File: config.mk
export PLATFORM = sky130hd
export DESIGN_NAME = complex_accumulator
export DESIGN_NICKNAME = d
export VERILOG_FILES = /design/src/rtl/complex_accumulator_pkg.sv /design/src/rtl/complex_acc_lane.sv /design/src/rtl/complex_accumulator.sv
export SDC_FILE = /design/constraint.sdc
export NUM_CORES = 1
export LEC_CHECK = 0
export ABC_CLOCK_PERIOD_IN_PS = 5800
export CAP_MARGIN = 20
export CORE_AREA = 10 10 177 137
export CTS_CLUSTER_SIZE = 10
export DETAILED_ROUTE_END_ITERATION = 7
export DIE_AREA = 0 0 187 147
export GPL_TIMING_DRIVEN = 0
export PLACE_DENSITY = 0.86
export SKIP_LAST_GASP = 1
export SLEW_MARGIN = 20
export SYNTH_ARGS = -nofsm -noshare
export SYNTH_HDL_FRONTEND = slang
export SYNTH_HIERARCHICAL = 1
export SYNTH_SLANG_ARGS = --single-unit
File: constraint.sdc
create_clock -name aclk -period 5.8 [get_ports aclk]
set_clock_uncertainty 0.05 [all_clocks]
set_input_delay 1.74 -clock aclk [delete_from_list [all_inputs] [get_ports aclk]]
set_output_delay 1.74 -clock aclk [all_outputs]
set_load 0.02 [all_outputs]
File: src/rtl/complex_accumulator_pkg.sv
// -----------------------------------------------------------------------------
// complex_accumulator_pkg
//
// Purpose : Shared width helpers for the complex accumulator slice.
//           - axis_width(): AXI-Stream bus width for an I/Q pair, rounded up
//                           to a multiple of 16 bits.
//           - acc_width() : per-component accumulator width, sized so a full
//                           frame of extreme inputs can never overflow.
// Ports   : none (package)
// -----------------------------------------------------------------------------
package complex_accumulator_pkg;

    function automatic int axis_width(input int component_width);
        return ((2 * component_width + 15) / 16) * 16;
    endfunction

    function automatic int acc_width(input int operand_width, input int max_len_log2);
        return operand_width + max_len_log2 + 1;
    endfunction

endpackage

File: src/rtl/complex_acc_lane.sv
// -----------------------------------------------------------------------------
// complex_acc_lane
//
// Purpose : One component (I or Q) of the complex accumulator. Loads the
//           accumulator on the first beat of a frame, adds on the following
//           beats, and on the last beat shifts the final sum, narrows it to
//           OPERAND_WIDTH_OUT and registers it as the lane output.
//           Narrowing mode is selected by the COMPLEX_ACCUMULATOR_SAT_EN macro:
//             defined   -> clamp to signed min/max, dout_sat flags a clamp
//             undefined -> keep the low OPERAND_WIDTH_OUT bits, dout_sat = 0
// Ports   :
//   aclk      in   clock, rising edge
//   aresetn   in   synchronous active-low reset
//   din       in   signed input component
//   beat      in   a beat is accepted this cycle
//   first     in   accepted beat is the first of its frame
//   last      in   accepted beat is the last of its frame (dump)
//   dout      out  registered narrowed frame sum
//   dout_sat  out  registered clamp flag for dout
// -----------------------------------------------------------------------------
module complex_acc_lane
    import complex_accumulator_pkg::*;
#(
    parameter int OPERAND_WIDTH_IN  = 32,
    parameter int OPERAND_WIDTH_OUT = 32,
    parameter int MAX_LEN_LOG2      = 10,
    parameter int SHIFT             = 0
) (
    input  logic                                aclk,
    input  logic                                aresetn,
    input  logic signed [OPERAND_WIDTH_IN-1:0]  din,
    input  logic                                beat,
    input  logic                                first,
    input  logic                                last,
    output logic signed [OPERAND_WIDTH_OUT-1:0] dout,
    output logic                                dout_sat
);

    localparam int ACC_W = acc_width(OPERAND_WIDTH_IN, MAX_LEN_LOG2);
    localparam int OW    = OPERAND_WIDTH_OUT;

    logic signed [ACC_W-1:0] acc_q;
    logic signed [ACC_W-1:0] din_ext;
    logic signed [ACC_W-1:0] sum;
    logic signed [OW-1:0]    narrow;
    logic                    narrow_sat;

    assign din_ext = ACC_W'(din);
    // The first beat overwrites whatever is left in acc_q, so a stale partial
    // sum can never leak into a new frame.
    assign sum     = first ? din_ext : acc_q + din_ext;

`ifdef COMPLEX_ACCUMULATOR_SAT_EN
    logic signed [ACC_W-1:0] shifted;
    assign shifted = sum >>> SHIFT;

    if (OW >= ACC_W) begin : g_no_clamp
        assign narrow     = OW'(shifted);
        assign narrow_sat = 1'b0;
    end else begin : g_clamp
        // In range iff every bit from the output sign bit upward agrees.
        logic [ACC_W-OW:0] top_bits;
        assign top_bits = shifted[ACC_W-1:OW-1];

        // NOTE: both outputs get a default first so no path leaves them
        // unassigned, which would otherwise infer a latch.
        always_comb begin
            narrow     = shifted[OW-1:0];
            narrow_sat = 1'b0;
            if (!((&top_bits) || (~|top_bits))) begin
                narrow_sat = 1'b1;
                narrow     = shifted[ACC_W-1] ? {1'b1, {(OW-1){1'b0}}}
                                              : {1'b0, {(OW-1){1'b1}}};
            end
        end
    end
`else
    // Wrap: the cast keeps the low OW bits (or sign-extends if OW is wider).
    assign narrow     = OW'(sum >>> SHIFT);
    assign narrow_sat = 1'b0;
`endif

    // NOTE: sequential state uses non-blocking assignments so every register
    // samples the pre-edge values regardless of statement order.
    always_ff @(posedge aclk) begin
        if (!aresetn) begin
            acc_q    <= '0;
            dout     <= '0;
            dout_sat <= 1'b0;
        end else if (beat) begin
            acc_q <= last ? '0 : sum;
            if (last) begin
                dout     <= narrow;
                dout_sat <= narrow_sat;
            end
        end
    end

endmodule

File: src/rtl/complex_accumulator.sv
// -----------------------------------------------------------------------------
// complex_accumulator
//
// Purpose : Accumulates cfg_len complex samples per frame and emits the sum on
//           an AXI-Stream master through a one-entry output register. cfg_len
//           is latched on the first beat of each frame (0 -> 1, values above
//           2^MAX_LEN_LOG2 clamped). Optional saturation of the narrowed output
//           is enabled by defining COMPLEX_ACCUMULATOR_SAT_EN; without it the
//           output wraps and m_axis_dout_tuser stays 0.
// Ports   :
//   aclk                in   clock, rising edge
//   aresetn             in   synchronous active-low reset
//   cfg_len             in   samples per dump, MAX_LEN_LOG2+1 bits
//   s_axis_tdata        in   {pad, imag, pad, real}, each half of the bus
//   s_axis_tvalid       in   slave valid
//   s_axis_tready       out  slave ready (combinational)
//   m_axis_dout_tdata   out  {imag, real}, same packing as the input
//   m_axis_dout_tvalid  out  master valid
//   m_axis_dout_tready  in   master ready
//   m_axis_dout_tuser   out  1 when either component was clamped
// -----------------------------------------------------------------------------
module complex_accumulator
    import complex_accumulator_pkg::*;
#(
    parameter int OPERAND_WIDTH_IN  = 32,
    parameter int OPERAND_WIDTH_OUT = 32,
    parameter int MAX_LEN_LOG2      = 10,
    parameter int SHIFT             = 0
) (
    input  logic                                       aclk,
    input  logic                                       aresetn,
    input  logic [MAX_LEN_LOG2:0]                      cfg_len,
    input  logic [axis_width(OPERAND_WIDTH_IN)-1:0]    s_axis_tdata,
    input  logic                                       s_axis_tvalid,
    output logic                                       s_axis_tready,
    output logic [axis_width(OPERAND_WIDTH_OUT)-1:0]   m_axis_dout_tdata,
    output logic                                       m_axis_dout_tvalid,
    input  logic                                       m_axis_dout_tready,
    output logic                                       m_axis_dout_tuser
);

    localparam int IN_HALF  = axis_width(OPERAND_WIDTH_IN) / 2;
    localparam int OUT_HALF = axis_width(OPERAND_WIDTH_OUT) / 2;
    localparam int CNT_W    = MAX_LEN_LOG2 + 1;
    localparam logic [CNT_W-1:0] MAX_LEN = {1'b1, {MAX_LEN_LOG2{1'b0}}};

    logic [CNT_W-1:0] count_q;
    logic [CNT_W-1:0] len_q;
    logic [CNT_W-1:0] len_eff;
    logic [CNT_W-1:0] frame_len;
    logic             beat;
    logic             first;
    logic             last;
    logic             dout_valid_q;

    logic signed [OPERAND_WIDTH_IN-1:0]  re_in;
    logic signed [OPERAND_WIDTH_IN-1:0]  im_in;
    logic signed [OPERAND_WIDTH_OUT-1:0] re_out;
    logic signed [OPERAND_WIDTH_OUT-1:0] im_out;
    logic                                re_sat;
    logic                                im_sat;

    assign re_in = s_axis_tdata[OPERAND_WIDTH_IN-1:0];
    assign im_in = s_axis_tdata[IN_HALF +: OPERAND_WIDTH_IN];

    // Accept whenever the output register is empty or being drained this edge.
    assign s_axis_tready = !dout_valid_q || m_axis_dout_tready;
    assign beat          = s_axis_tvalid && s_axis_tready;
    assign first         = (count_q == '0);

    always_comb begin
        len_eff = cfg_len;
        if (cfg_len == '0) begin
            len_eff = CNT_W'(1);
        end else if (cfg_len > MAX_LEN) begin
            len_eff = MAX_LEN;
        end
    end

    // Mid-frame cfg_len changes are invisible: only the first beat uses it.
    assign frame_len = first ? len_eff : len_q;
    assign last      = (count_q == frame_len - CNT_W'(1));

    always_ff @(posedge aclk) begin
        if (!aresetn) begin
            count_q      <= '0;
            len_q        <= CNT_W'(1);
            dout_valid_q <= 1'b0;
        end else begin
            if (beat) begin
                count_q <= last ? '0 : count_q + CNT_W'(1);
                if (first) begin
                    len_q <= len_eff;
                end
            end
            // A dump landing on the same edge as a transfer keeps valid high.
            if (beat && last) begin
                dout_valid_q <= 1'b1;
            end else if (m_axis_dout_tready) begin
                dout_valid_q <= 1'b0;
            end
        end
    end

    complex_acc_lane #(
        .OPERAND_WIDTH_IN (OPERAND_WIDTH_IN),
        .OPERAND_WIDTH_OUT(OPERAND_WIDTH_OUT),
        .MAX_LEN_LOG2     (MAX_LEN_LOG2),
        .SHIFT            (SHIFT)
    ) u_lane_i (
        .aclk    (aclk),
        .aresetn (aresetn),
        .din     (re_in),
        .beat    (beat),
        .first   (first),
        .last    (last),
        .dout    (re_out),
        .dout_sat(re_sat)
    );

    complex_acc_lane #(
        .OPERAND_WIDTH_IN (OPERAND_WIDTH_IN),
        .OPERAND_WIDTH_OUT(OPERAND_WIDTH_OUT),
        .MAX_LEN_LOG2     (MAX_LEN_LOG2),
        .SHIFT            (SHIFT)
    ) u_lane_q (
        .aclk    (aclk),
        .aresetn (aresetn),
        .din     (im_in),
        .beat    (beat),
        .first   (first),
        .last    (last),
        .dout    (im_out),
        .dout_sat(im_sat)
    );

    // Signed casts sign-extend each component into its half of the bus.
    assign m_axis_dout_tdata  = {OUT_HALF'(im_out), OUT_HALF'(re_out)};
    assign m_axis_dout_tvalid = dout_valid_q;
    assign m_axis_dout_tuser  = re_sat || im_sat;

endmodule

-- Word-level counts from Yosys, hierarchy flattened
Index checks and enable logic that the tools add are counted.
- add/subtract/negate cells: 4
- multipliers: 0
- divide/modulo/power cells: 0
- magnitude comparators: 1
- equal/unequal tests: 1
- shifts and indexed selects: 0
- mux-type cells: 10
- bitwise logic cells: 0
- reductions and logical operators: 8
- operators by type and width (kind ; number):
    $mux 43 ; 4
    $add 43x32->43 ; 2
    $mux 11 ; 4
    $logic_not 11->1 ; 2
    $add 11x1->11 const B ; 1
    $eq 11x11->1 ; 1
    $gt 11x11->1 const B ; 1
    $sub 11x1->11 const B ; 1
    $logic_and 1x1->1 ; 2
    $mux 1 ; 2
    $reduce_and 2->1 ; 1
    $reduce_bool 2->1 ; 1
    $logic_not 1->1 ; 1
    $logic_or 1x1->1 ; 1
- bits in registers: 173
- latch bits: 0
- memory bits (writable): 0
- ROM bits: 0
- input port bits: 79
- output and inout bits: 67
- word-level logic and storage cells: 31
- memories: 0

-- Logic depth before layout (Yosys ltp)
Gate-level depths: netlist of the first run.
- depth after elaboration: 8
- mapped depth: 22
- depth with buffers taken out: 18

-- Cells and area by module
The synthesis of the first run kept the hierarchy.
- modules (own cells, without submodules) (module ; times used ; cells an instance ; area each (um^2) ; sequential area each (um^2)):
    complex_acc_lane ; 2 ; 533 ; 4245.3 ; 1281.2
    complex_accumulator ; 1 ; 244 ; 1935.6 ; 460.4

-- Worst setup path after synthesis of the first run
OpenSTA, ideal clock, no wires.
- path kind: input -> register
- start: in cfg_len[10]
- end: reg u_lane_i.acc_q[28]
- setup time: 122 ps
- arrival time: 5516 ps
- data required time: 5628 ps
- setup slack: 112 ps
- stages on the path: 17
- path buffers: 3
- cell sequence: clkbuf_1 > nor3_1 > a21oi_1 > ha_1 > nor3b_1 > nand2_1 > mux2_4 > or3_4 > a211oi_2 > nand4b_2 > nor3_1 > nand2b_1 > clkbuf_1 > nor2_1 > clkbuf_1 > and3_1 > a221o_1
- word-level cells in the longest chain between the ends: 7
- elaborated cells between the ends (all ways): 8
- classes of those cells: add/sub (1); order compare (1); eq/ne (1); mux (4); reduce/logical (1)
- ends and longest elaborated chain (item ; RTL line ; RTL):
    start, declared ; complex_accumulator.sv:32 ; input logic [MAX_LEN_LOG2:0] cfg_len,
    $gt 11x11->1 ; complex_accumulator.sv:75 ; end else if (cfg_len > MAX_LEN) begin
    $mux 11 ; complex_accumulator.sv:75 ;
    $mux 11 (*) ; complex_accumulator.sv:73 ; if (cfg_len == '0) begin
    $mux 11 (*) ; - ;
    $sub 11x1->11 (*) ; complex_accumulator.sv:82 ; assign last = (count_q == frame_len - CNT_W'(1));
    $eq 11x11->1 (*) ; complex_accumulator.sv:82 ;
    via last ; complex_accumulator.sv:53 ; logic last;
    $mux 43 (*) ; complex_acc_lane.sv:91 ; acc_q <= last ? '0 : sum;
    end signal, assigned ; complex_acc_lane.sv:91 ;
    end, declared ; complex_acc_lane.sv:42 ; logic signed [ACC_W-1:0] acc_q;
Mark *: on every way through the listed nets, which the timed path passes. The rest lies on a longest branch.
A chain may end at the register's enable or synchronous reset.

-- Worst setup path after layout of the first run
- start: in cfg_len[10]
- end: reg u_lane_q.acc_q[30]
- word-level cells in the longest chain between the ends: 7
- elaborated cells between the ends (all ways): 8
- classes of those cells: add/sub (1); order compare (1); eq/ne (1); mux (4); reduce/logical (1)
- ends and longest elaborated chain (item ; RTL line):
    $gt 11x11->1 ; complex_accumulator.sv:75
    $mux 11 ; complex_accumulator.sv:75
    $mux 11 (*) ; complex_accumulator.sv:73
    $mux 11 (*) ; -
    $sub 11x1->11 (*) ; complex_accumulator.sv:82
    $eq 11x11->1 (*) ; complex_accumulator.sv:82
    via last ; complex_accumulator.sv:53
    $mux 43 (*) ; complex_acc_lane.sv:91
    end signal, assigned ; complex_acc_lane.sv:91
    end, declared ; complex_acc_lane.sv:42
Marked as above.

==> impl_table.tex, run 1 <==
\begin{tabular}{lr}
\hline
Metric & Value \\
\hline
\multicolumn{2}{l}{\textbf{Run status}} \\
Outcome & finished clean \\
\multicolumn{2}{l}{\textbf{Yosys}} \\
Nets in the synthesized netlist & 1456 \\
Top cells by count, synth & sky130\_fd\_sc\_hd\_\_nor2\_1 (179), sky130\_fd\_sc\_hd\_\_dfxtp\_1 (151), sky130\_fd\_sc\_hd\_\_nand2\_1 (104) \\
Post-synthesis cell count & 1310 \\
Post-synth top flop & sky130\_fd\_sc\_hd\_\_dfxtp\_1 \\
Dominant cell by count in the synthesized netlist & sky130\_fd\_sc\_hd\_\_nor2\_1 \\
Post-synthesis average cell area & 7.959 um\^{}2 \\
Post-synthesis cell type count & 89 \\
Yosys top cell area share & 28.99\% \\
Async SR Flop Fraction & 0\% \\
Netlist area before placement & 0.01043 mm\^{}2 \\
Largest area contributor in the netlist & sky130\_fd\_sc\_hd\_\_dfxtp\_1 \\
Warning count from the yosys run & 6 \\
Biggest area contributors in the synthesized netlist & sky130\_fd\_sc\_hd\_\_dfxtp\_1 (29\%), sky130\_fd\_sc\_hd\_\_ha\_1 (7.8\%), sky130\_fd\_sc\_hd\_\_nor2\_1 (6.4\%) \\
Number of synthesized register bits & 151 \\
Sequential-to-total area share from yosys stat & 28.99\% \\
EDFF count, synth & 0 \\
\multicolumn{2}{l}{\textbf{Global routing}} \\
Initial antenna violation count & 2 \\
Pin count of the biggest net entering global routing & 20 \\
Wire length of the first global-routing pass & 55450 um \\
Sum of overflow across all layers after global routing & 0 \\
All-Layer GR Usage & 24.42\% \\
Via count of the first global-routing pass & 10510 \\
\multicolumn{2}{l}{\textbf{Finish}} \\
Fin cells & 1781 \\
\# fillers & 1798 \\
Nets & 1624 \\
Area growth syn-to-layout & 25.15\% \\
Layout cell share with drive strength beyond 1 & 8.652\% \\
\multicolumn{2}{l}{\textbf{CTS}} \\
Num CTS Buffers & 17 \\
TritonCTS clock tree & yes \\
Number of buffers inserted for hold repair after clock tree synthesis & 0 \\
Reg clk slew, reported paths & 70 ps \\
Max clock buf depth & 2 \\
Root buffer cell & sky130\_fd\_sc\_hd\_\_clkbuf\_16 \\
Worst-skew pair later-pin latency & 430 ps \\
Clock Sink Count & 151 \\
H-Tree Level Count & 4 \\
\multicolumn{2}{l}{\textbf{Worst setup path}} \\
Maximum fanout along the worst path & 10 \\
CP startpoint kind & primary input \\
Worst path arrival time & 5970 ps \\
CP Class & in -> reg \\
Required time at the worst-slack endpoint & 6060 ps \\
Worst setup EP type & flip-flop \\
\multicolumn{2}{l}{\textbf{Placed design}} \\
IO Port Bufs & 144 \\
Routability cong. & 0.9499 \\
Detailed Place HPWL & 26740 um \\
Cell total after placement & 1742 \\
\multicolumn{2}{l}{\textbf{Run}} \\
MaxCap Viol Count & 0 \\
\multicolumn{2}{l}{\textbf{Routing}} \\
Number of DRC violations after detailed-routing iteration 0 & 1464 \\
Number of vias in the routed layout & 11050 \\
Wire length reported by the detailed router & 35190 um \\
DR pass1 iterations & 6 \\
Remaining number of nets flagged by the antenna check after routing & 0 \\
Residual DRC count & 0 \\
Wire length per cell after detailed routing & 19.76 um \\
Mean number of vias per cell & 6.207 \\
\multicolumn{2}{l}{\textbf{STA}} \\
Setup TNS Final & 0 ps \\
Highest clock frequency the design can meet & 175.2 MHz \\
Number of slew-limit violations in the final report & 0 \\
Worst Max-Slew Pin Slew & 1097 ps \\
Final setup violating endpoints & 0 \\
Period Utilization, post-route & 98.43\% \\
Final hold viol count & 0 \\
Rel. slew slack & 26.85\% \\
Fin crit period & 5709 ps \\
\multicolumn{2}{l}{\textbf{Floorplan}} \\
Site Rows & 46 \\
Number of top-level pins & 146 \\
Total Die Area & 0.02749 mm\^{}2 \\
Vertical die dimension & 147 um \\
Effective utilization at floorplan & 50.04\% \\
Standard cell core area & 0.02084 mm\^{}2 \\
Die width & 187 um \\
\multicolumn{2}{l}{\textbf{Pwr}} \\
Design internal power & 2.225 mW \\
Worst-case vdd ir drop & 0.0001684 V \\
Switching share of power & 36.25\% \\
Leak Pwr & 5.399 nW \\
Gate power share & 33.7\% \\
Switching power total & 1.265 mW \\
Part of the total power dissipated in the clock network & 33.6\% \\
Share of power burned in registers & 32.7\% \\
Total power density per cell area & 267.4 mW/mm\^{}2 \\
Post-layout power & 3.489 mW \\
\multicolumn{2}{l}{\textbf{Min path}} \\
Worst hold-check path type & reg -> reg \\
\hline
\end{tabular}
[worst paths after layout]
path | startpoint | endpoint | slack (ps) | cells after the start
min | u_lane_i/dout[10] | u_lane_i/dout[10] | 410 | 2
max reg2reg | count_q[0] | u_lane_q/acc_q[30] | 480 | 22
min reg2reg | u_lane_i/dout[10] | u_lane_i/dout[10] | 410 | 2
max | cfg_len[10] | u_lane_q/acc_q[30] | 90 | 18
[worst max-delay path: stages]
cell and delay (ps):
sky130_fd_sc_hd__clkdlybuf4s50_1 550, sky130_fd_sc_hd__clkbuf_2 270, sky130_fd_sc_hd__nor3b_1 80, sky130_fd_sc_hd__a21oi_1 200, sky130_fd_sc_hd__ha_2 240, sky130_fd_sc_hd__nor3b_4 250
sky130_fd_sc_hd__nand2_1 70, sky130_fd_sc_hd__mux2_4 290, sky130_fd_sc_hd__or3_4 430, sky130_fd_sc_hd__a211oi_4 260, sky130_fd_sc_hd__nand4b_4 160, sky130_fd_sc_hd__nor3_4 230
sky130_fd_sc_hd__buf_4 170, sky130_fd_sc_hd__nand2b_4 200, sky130_fd_sc_hd__nor2_1 110, sky130_fd_sc_hd__clkbuf_2 230, sky130_fd_sc_hd__and3_1 230, sky130_fd_sc_hd__a221o_1 250
[flip-flops by register name, indices dropped and copies added (netlist names)]
| name | cells |
|---|---|
| u_lane_q/acc_q | 32 |
| u_lane_i/acc_q | 32 |
| len_q | 11 |
| count_q | 11 |
| u_lane_q/dout | 32 |
| u_lane_i/dout | 32 |
| m_axis_dout_tvalid | 1 |
[through the flow]
step	hold WS [ps]	utilization, %	instance area (um^2)	setup slack, ps
finish	409.2	62.63	13050	90.83
global route	427.8	62.63	13050	-0.6222
CTS	408.7	62.13	12940	2.988
detailed placement	397.1	58.71	12230	-1610
global placement	389.6	58.69	12230	-1987
floorplan	379.1	-	10430	111.8
[cells in the final DEF (no fill, tap or decap), types with 8 or more instances in the layout]
cell,Yosys,final
sky130_fd_sc_hd__a21oi_1,98,97
sky130_fd_sc_hd__nand4_1,14,14
sky130_fd_sc_hd__nor2_1,179,177
sky130_fd_sc_hd__a21o_1,41,41
sky130_fd_sc_hd__ha_1,65,64
sky130_fd_sc_hd__clkbuf_1,59,43
sky130_fd_sc_hd__mux2i_1,24,24
sky130_fd_sc_hd__xnor2_1,44,44
sky130_fd_sc_hd__nand2_1,104,101
sky130_fd_sc_hd__xor2_1,32,32
sky130_fd_sc_hd__dfxtp_1,151,151
sky130_fd_sc_hd__a32oi_1,8,8
sky130_fd_sc_hd__o21bai_1,9,9
sky130_fd_sc_hd__and2_1,8,8
sky130_fd_sc_hd__clkbuf_16,0,17
sky130_fd_sc_hd__nand3_1,17,17
sky130_fd_sc_hd__and3_1,20,20
sky130_fd_sc_hd__clkdlybuf4s50_1,0,138
sky130_fd_sc_hd__nor3_1,28,26
sky130_fd_sc_hd__buf_4,2,14
sky130_fd_sc_hd__a31oi_1,17,17
sky130_fd_sc_hd__buf_2,9,9
sky130_fd_sc_hd__nor2b_1,9,9
sky130_fd_sc_hd__nand2b_1,20,18
sky130_fd_sc_hd__buf_6,4,8
sky130_fd_sc_hd__inv_1,27,27
sky130_fd_sc_hd__a211oi_1,34,34
sky130_fd_sc_hd__a22oi_1,14,14
sky130_fd_sc_hd__a22o_1,10,10
sky130_fd_sc_hd__o21ai_0,90,90
[power by group through the flow]
stage                     clock [mW]  combinational (mW)  sequential (mW)
final                           1.17                1.18             1.14
after global routing            1.23                1.28             1.14
after global placement             0                1.08             1.16
after floorplan                    0               0.804             1.15
after CTS                       1.19                1.12             1.14
after detailed placement           0                1.11             1.16
[area by class of cell]
cell class | count | area, um^2 | share of cell area, %
Clock inverter | 14 | 175.2 | 1.342
Inverter | 29 | 108.9 | 0.8342
Timing Repair Buffer | 153 | 1520 | 11.65
Multi-Input combinational cell | 1052 | 7041 | 53.96
Tap cell | 288 | 360.3 | 2.762
Antenna cell | 2 | 5.005 | 0.03835
Sequential cell | 151 | 3023 | 23.17
Buffer | 74 | 386.6 | 2.963
Clock buffer | 18 | 429.2 | 3.289
[cells by family (layout without fill, tap and decap cells)]
group / after synthesis / in the layout / synth area share [%]
XOR/XNOR: 76 / 76 / 6.384
AO/OA/AOI/OAI: 435 / 435 / 28.91
other: 2 / 4 / 0.07203
flip-flops: 151 / 151 / 28.99
adder cells (fa/ha/maj): 67 / 67 / 8.184
multiplexers: 31 / 31 / 3.096
AND/OR/NAND/NOR: 441 / 441 / 20.04
buffers and inverters: 107 / 288 / 4.320
[what timing repair did]
action                     CTS  global route
gates resized for setup     27            43
setup buffers                6             3
pin swaps                    1             0
setup endpoints to repair  128            91
[metal layers]
metal / global-route usage [%] / up-vias / share of wire, %
met5: 0 / - / 0
met4: 7.522 / 0 / 2.1
met3: 4.305 / 58 / 9.4
met2: 38.39 / 623 / 45
met1: 33.36 / 5226 / 44
li1: - / 5147 / -
Power figures use the tool's default switching activity.
==> inputs of run 2 (changes only) <==
--- a/config.mk
+++ b/config.mk
@@ -11,6 +11,7 @@
 export CTS_CLUSTER_SIZE = 10
 export DETAILED_ROUTE_END_ITERATION = 7
 export DIE_AREA = 0 0 187 147
+export GPL_ROUTABILITY_DRIVEN = 0
 export GPL_TIMING_DRIVEN = 0
 export PLACE_DENSITY = 0.86
 export SKIP_LAST_GASP = 1
==> run 2 against run 1 <==
  * Worst hold slack improved by 0.98 ps
  * Setup slack improved by 80 ps
  * Routed wire length rose by 0.83%
  * Critical path depth rose by 1
  * Register-to-register slack got worse by 80 ps
  * Combinational power barely moved
  * First-iteration DRC count rose by 2.3%
  * Global-route usage fell by 0.13 points
  * Via count rose by 1.7%
  * Non-clock buffer count rose by 2
  * Core utilization did not move
==> impl_table.tex, run 2 (synthesis gave the netlist of run 1 again) <==
\begin{tabular}{lr}
\hline
Metric & Value \\
\hline
\multicolumn{2}{l}{\textbf{Floorplan}} \\
Standard cell core area & 0.02084 mm\^{}2 (unchanged) \\
Site Rows & 46 (unchanged) \\
Die width & 187 um (unchanged) \\
Total Die Area & 0.02749 mm\^{}2 (unchanged) \\
Effective utilization at floorplan & 50.04\% (unchanged) \\
Vertical die dimension & 147 um (unchanged) \\
Number of top-level pins & 146 (unchanged) \\
\multicolumn{2}{l}{\textbf{Pwr}} \\
Leak Pwr & 5.411 nW (+0.23\%) \\
Switching power total & 1.305 mW (+3.2\%) \\
Part of the total power dissipated in the clock network & 33.6\% (about the same) \\
Switching share of power & 37.27\% (+1.0 points) \\
Worst-case vdd ir drop & 0.0001992 V (+18\%) \\
Share of power burned in registers & 32.5\% (-0.2 points) \\
Total power density per cell area & 268.3 mW/mm\^{}2 (+0.33\%) \\
Gate power share & 33.9\% (+0.2 points) \\
Design internal power & 2.196 mW (-1.3\%) \\
Post-layout power & 3.501 mW (+0.33\%) \\
\multicolumn{2}{l}{\textbf{Min path}} \\
Worst hold-check path type & reg -> reg \\
\multicolumn{2}{l}{\textbf{Run}} \\
MaxCap Viol Count & 0 (unchanged) \\
\multicolumn{2}{l}{\textbf{Global routing}} \\
Wire length of the first global-routing pass & 55540 um (+0.16\%) \\
Pin count of the biggest net entering global routing & 20 (unchanged) \\
All-Layer GR Usage & 24.29\% (-0.13 points) \\
Via count of the first global-routing pass & 10650 (+1.3\%) \\
Sum of overflow across all layers after global routing & 0 (unchanged) \\
Initial antenna violation count & 1 (-1) \\
\multicolumn{2}{l}{\textbf{CTS}} \\
Root buffer cell & sky130\_fd\_sc\_hd\_\_clkbuf\_16 \\
Max clock buf depth & 2 (unchanged) \\
Number of buffers inserted for hold repair after clock tree synthesis & 0 (unchanged) \\
Worst-skew pair later-pin latency & 430 ps (about the same) \\
TritonCTS clock tree & yes \\
Num CTS Buffers & 17 (unchanged) \\
Reg clk slew, reported paths & 80 ps (about the same) \\
Clock Sink Count & 151 (unchanged) \\
H-Tree Level Count & 4 (unchanged) \\
\multicolumn{2}{l}{\textbf{Worst setup path}} \\
Worst setup EP type & flip-flop \\
Required time at the worst-slack endpoint & 6040 ps (-20 ps) \\
CP startpoint kind & primary input \\
CP Class & in -> reg \\
Maximum fanout along the worst path & 10 (unchanged) \\
Worst path arrival time & 5870 ps (-100 ps) \\
\multicolumn{2}{l}{\textbf{Finish}} \\
Most common library cell in the layout ignoring fill and taps & sky130\_fd\_sc\_hd\_\_nor2\_1 \\
Nets & 1626 (+0.12\%) \\
Area growth syn-to-layout & 25.15\% (unchanged) \\
Fin cells & 1782 (+0.056\%) \\
Commonest cells after routing, fill and taps aside & sky130\_fd\_sc\_hd\_\_nor2\_1 (176), sky130\_fd\_sc\_hd\_\_dfxtp\_1 (151), sky130\_fd\_sc\_hd\_\_clkdlybuf4s50\_1 (134), sky130\_fd\_sc\_hd\_\_nand2\_1 (100), sky130\_fd\_sc\_hd\_\_a21oi\_1 (98) \\
\# fillers & 1766 (-1.8\%) \\
Layout cell share with drive strength beyond 1 & 8.707\% (+0.055 points) \\
\multicolumn{2}{l}{\textbf{Routing}} \\
Number of DRC violations after detailed-routing iteration 0 & 1498 (+2.3\%) \\
Remaining number of nets flagged by the antenna check after routing & 0 (unchanged) \\
Mean number of vias per cell & 6.310 (+1.7\%) \\
Wire length per cell after detailed routing & 19.91 um (+0.78\%) \\
Wire length reported by the detailed router & 35490 um (+0.83\%) \\
Number of vias in the routed layout & 11240 (+1.7\%) \\
Residual DRC count & 0 (unchanged) \\
DR pass1 iterations & 7 (+1) \\
\multicolumn{2}{l}{\textbf{STA}} \\
Hold slack & 410.2 ps (+0.9780 ps) \\
Highest clock frequency the design can meet & 177.6 MHz (+1.4\%) \\
RSZ-0062 raised after global routing & false \\
Final hold viol count & 0 (unchanged) \\
Final worst slack & 170.7 ps (+79.87 ps) \\
Rel. slew slack & 19.71\% (-7.1 points) \\
Worst Max-Slew Pin Slew & 1204 ps (+107.1 ps) \\
Final setup violating endpoints & 0 (unchanged) \\
Period Utilization, post-route & 97.06\% (-1.4 points) \\
Number of slew-limit violations in the final report & 0 (unchanged) \\
Fin crit period & 5629 ps (-79.87 ps) \\
\multicolumn{2}{l}{\textbf{Placed design}} \\
Detailed Place HPWL & 26300 um (-1.7\%) \\
Cell total after placement & 1742 (unchanged) \\
IO Port Bufs & 144 (unchanged) \\
Worst setup timing slack at the placement stage & -1625 ps (-15.55 ps) \\
\multicolumn{2}{l}{\textbf{Run status}} \\
Outcome & finished clean \\
\hline
\end{tabular}
## run 2: cell types whose count changed in the layout (fill, tap and decap cells not counted), sizes merged
cell,change
clkdlybuf4s50,-4
clkinv,+3
dlygate4sd2,+3
clkbuf,+2
buf,-1
bufinv,-1
diode,-1
dlymetal6s2s,+1
inv,-1
## run 2: routing by layer
metal  GRT usage (%)  share of wire, %
met1           32.00                42
met2           38.22                44
met3           5.180                10
met4           9.171               3.2
met5               0                 0
## run 2: final cells by class
type | count | area (um^2) | area share [%]
multi-input combinational | 1052 | 7027 | 53.85
sequential | 151 | 3023 | 23.17
timing repair buffer | 153 | 1523 | 11.67
clock buffer | 17 | 425.4 | 3.260
buffer | 76 | 379.1 | 2.905
tap | 288 | 360.3 | 2.762
clock inverter | 15 | 200.2 | 1.534
inverter | 29 | 108.9 | 0.8342
antenna | 1 | 2.502 | 0.01918
## run 2: critical path: stages
cell and delay [ps]:
sky130_fd_sc_hd__dlygate4sd2_1 350, sky130_fd_sc_hd__nor4_1 130, sky130_fd_sc_hd__a31oi_1 160, sky130_fd_sc_hd__nor3_1 100
sky130_fd_sc_hd__a21oi_1 180, sky130_fd_sc_hd__ha_2 240, sky130_fd_sc_hd__nor3b_4 230, sky130_fd_sc_hd__nand2_1 80
sky130_fd_sc_hd__mux2_4 290, sky130_fd_sc_hd__or3_4 430, sky130_fd_sc_hd__a211oi_4 300, sky130_fd_sc_hd__nand4b_4 160
sky130_fd_sc_hd__nor3_4 300, sky130_fd_sc_hd__buf_4 170, sky130_fd_sc_hd__buf_4 120, sky130_fd_sc_hd__nand2_2 200
sky130_fd_sc_hd__clkbuf_8 330, sky130_fd_sc_hd__nor2_1 270, sky130_fd_sc_hd__nor3_1 80
## run 2: worst paths after layout
| check | cells after the start | from | slack (ps) | end |
|---|---|---|---|---|
| max | 19 | cfg_len[7] | 170 | u_lane_i/dout[6] |
| min | 2 | u_lane_i/dout[15] | 410 | u_lane_i/dout[15] |
| max reg2reg | 22 | count_q[0] | 400 | u_lane_i/dout[6] |
| min reg2reg | 2 | u_lane_i/dout[15] | 410 | u_lane_i/dout[15] |
## run 2: metrics by stage
step                utilization (%)  cell area, um^2  setup TNS (ps)
floorplan                         -            10430               0
global placement              58.69            12230         -179140
detailed placement            58.71            12230         -133820
CTS                           62.13            12940          -205.8
global route                  62.63            13050               0
finish                        62.63            13050               0
## run 2: power groups by stage
stage	registers [mW]	clock network (mW)	logic, mW
2_1_floorplan	1.15	0	0.804
3_3_place_gp	1.16	0	1.07
3_5_place_dp	1.16	0	1.11
4_1_cts	1.14	1.18	1.13
5_1_grt	1.14	1.22	1.28
6_report	1.14	1.18	1.19
## run 2: what timing repair did
action	CTS	global route
pin swaps	1	2
setup endpoints to repair	128	89
setup buffers	4	5
resized for setup	31	32
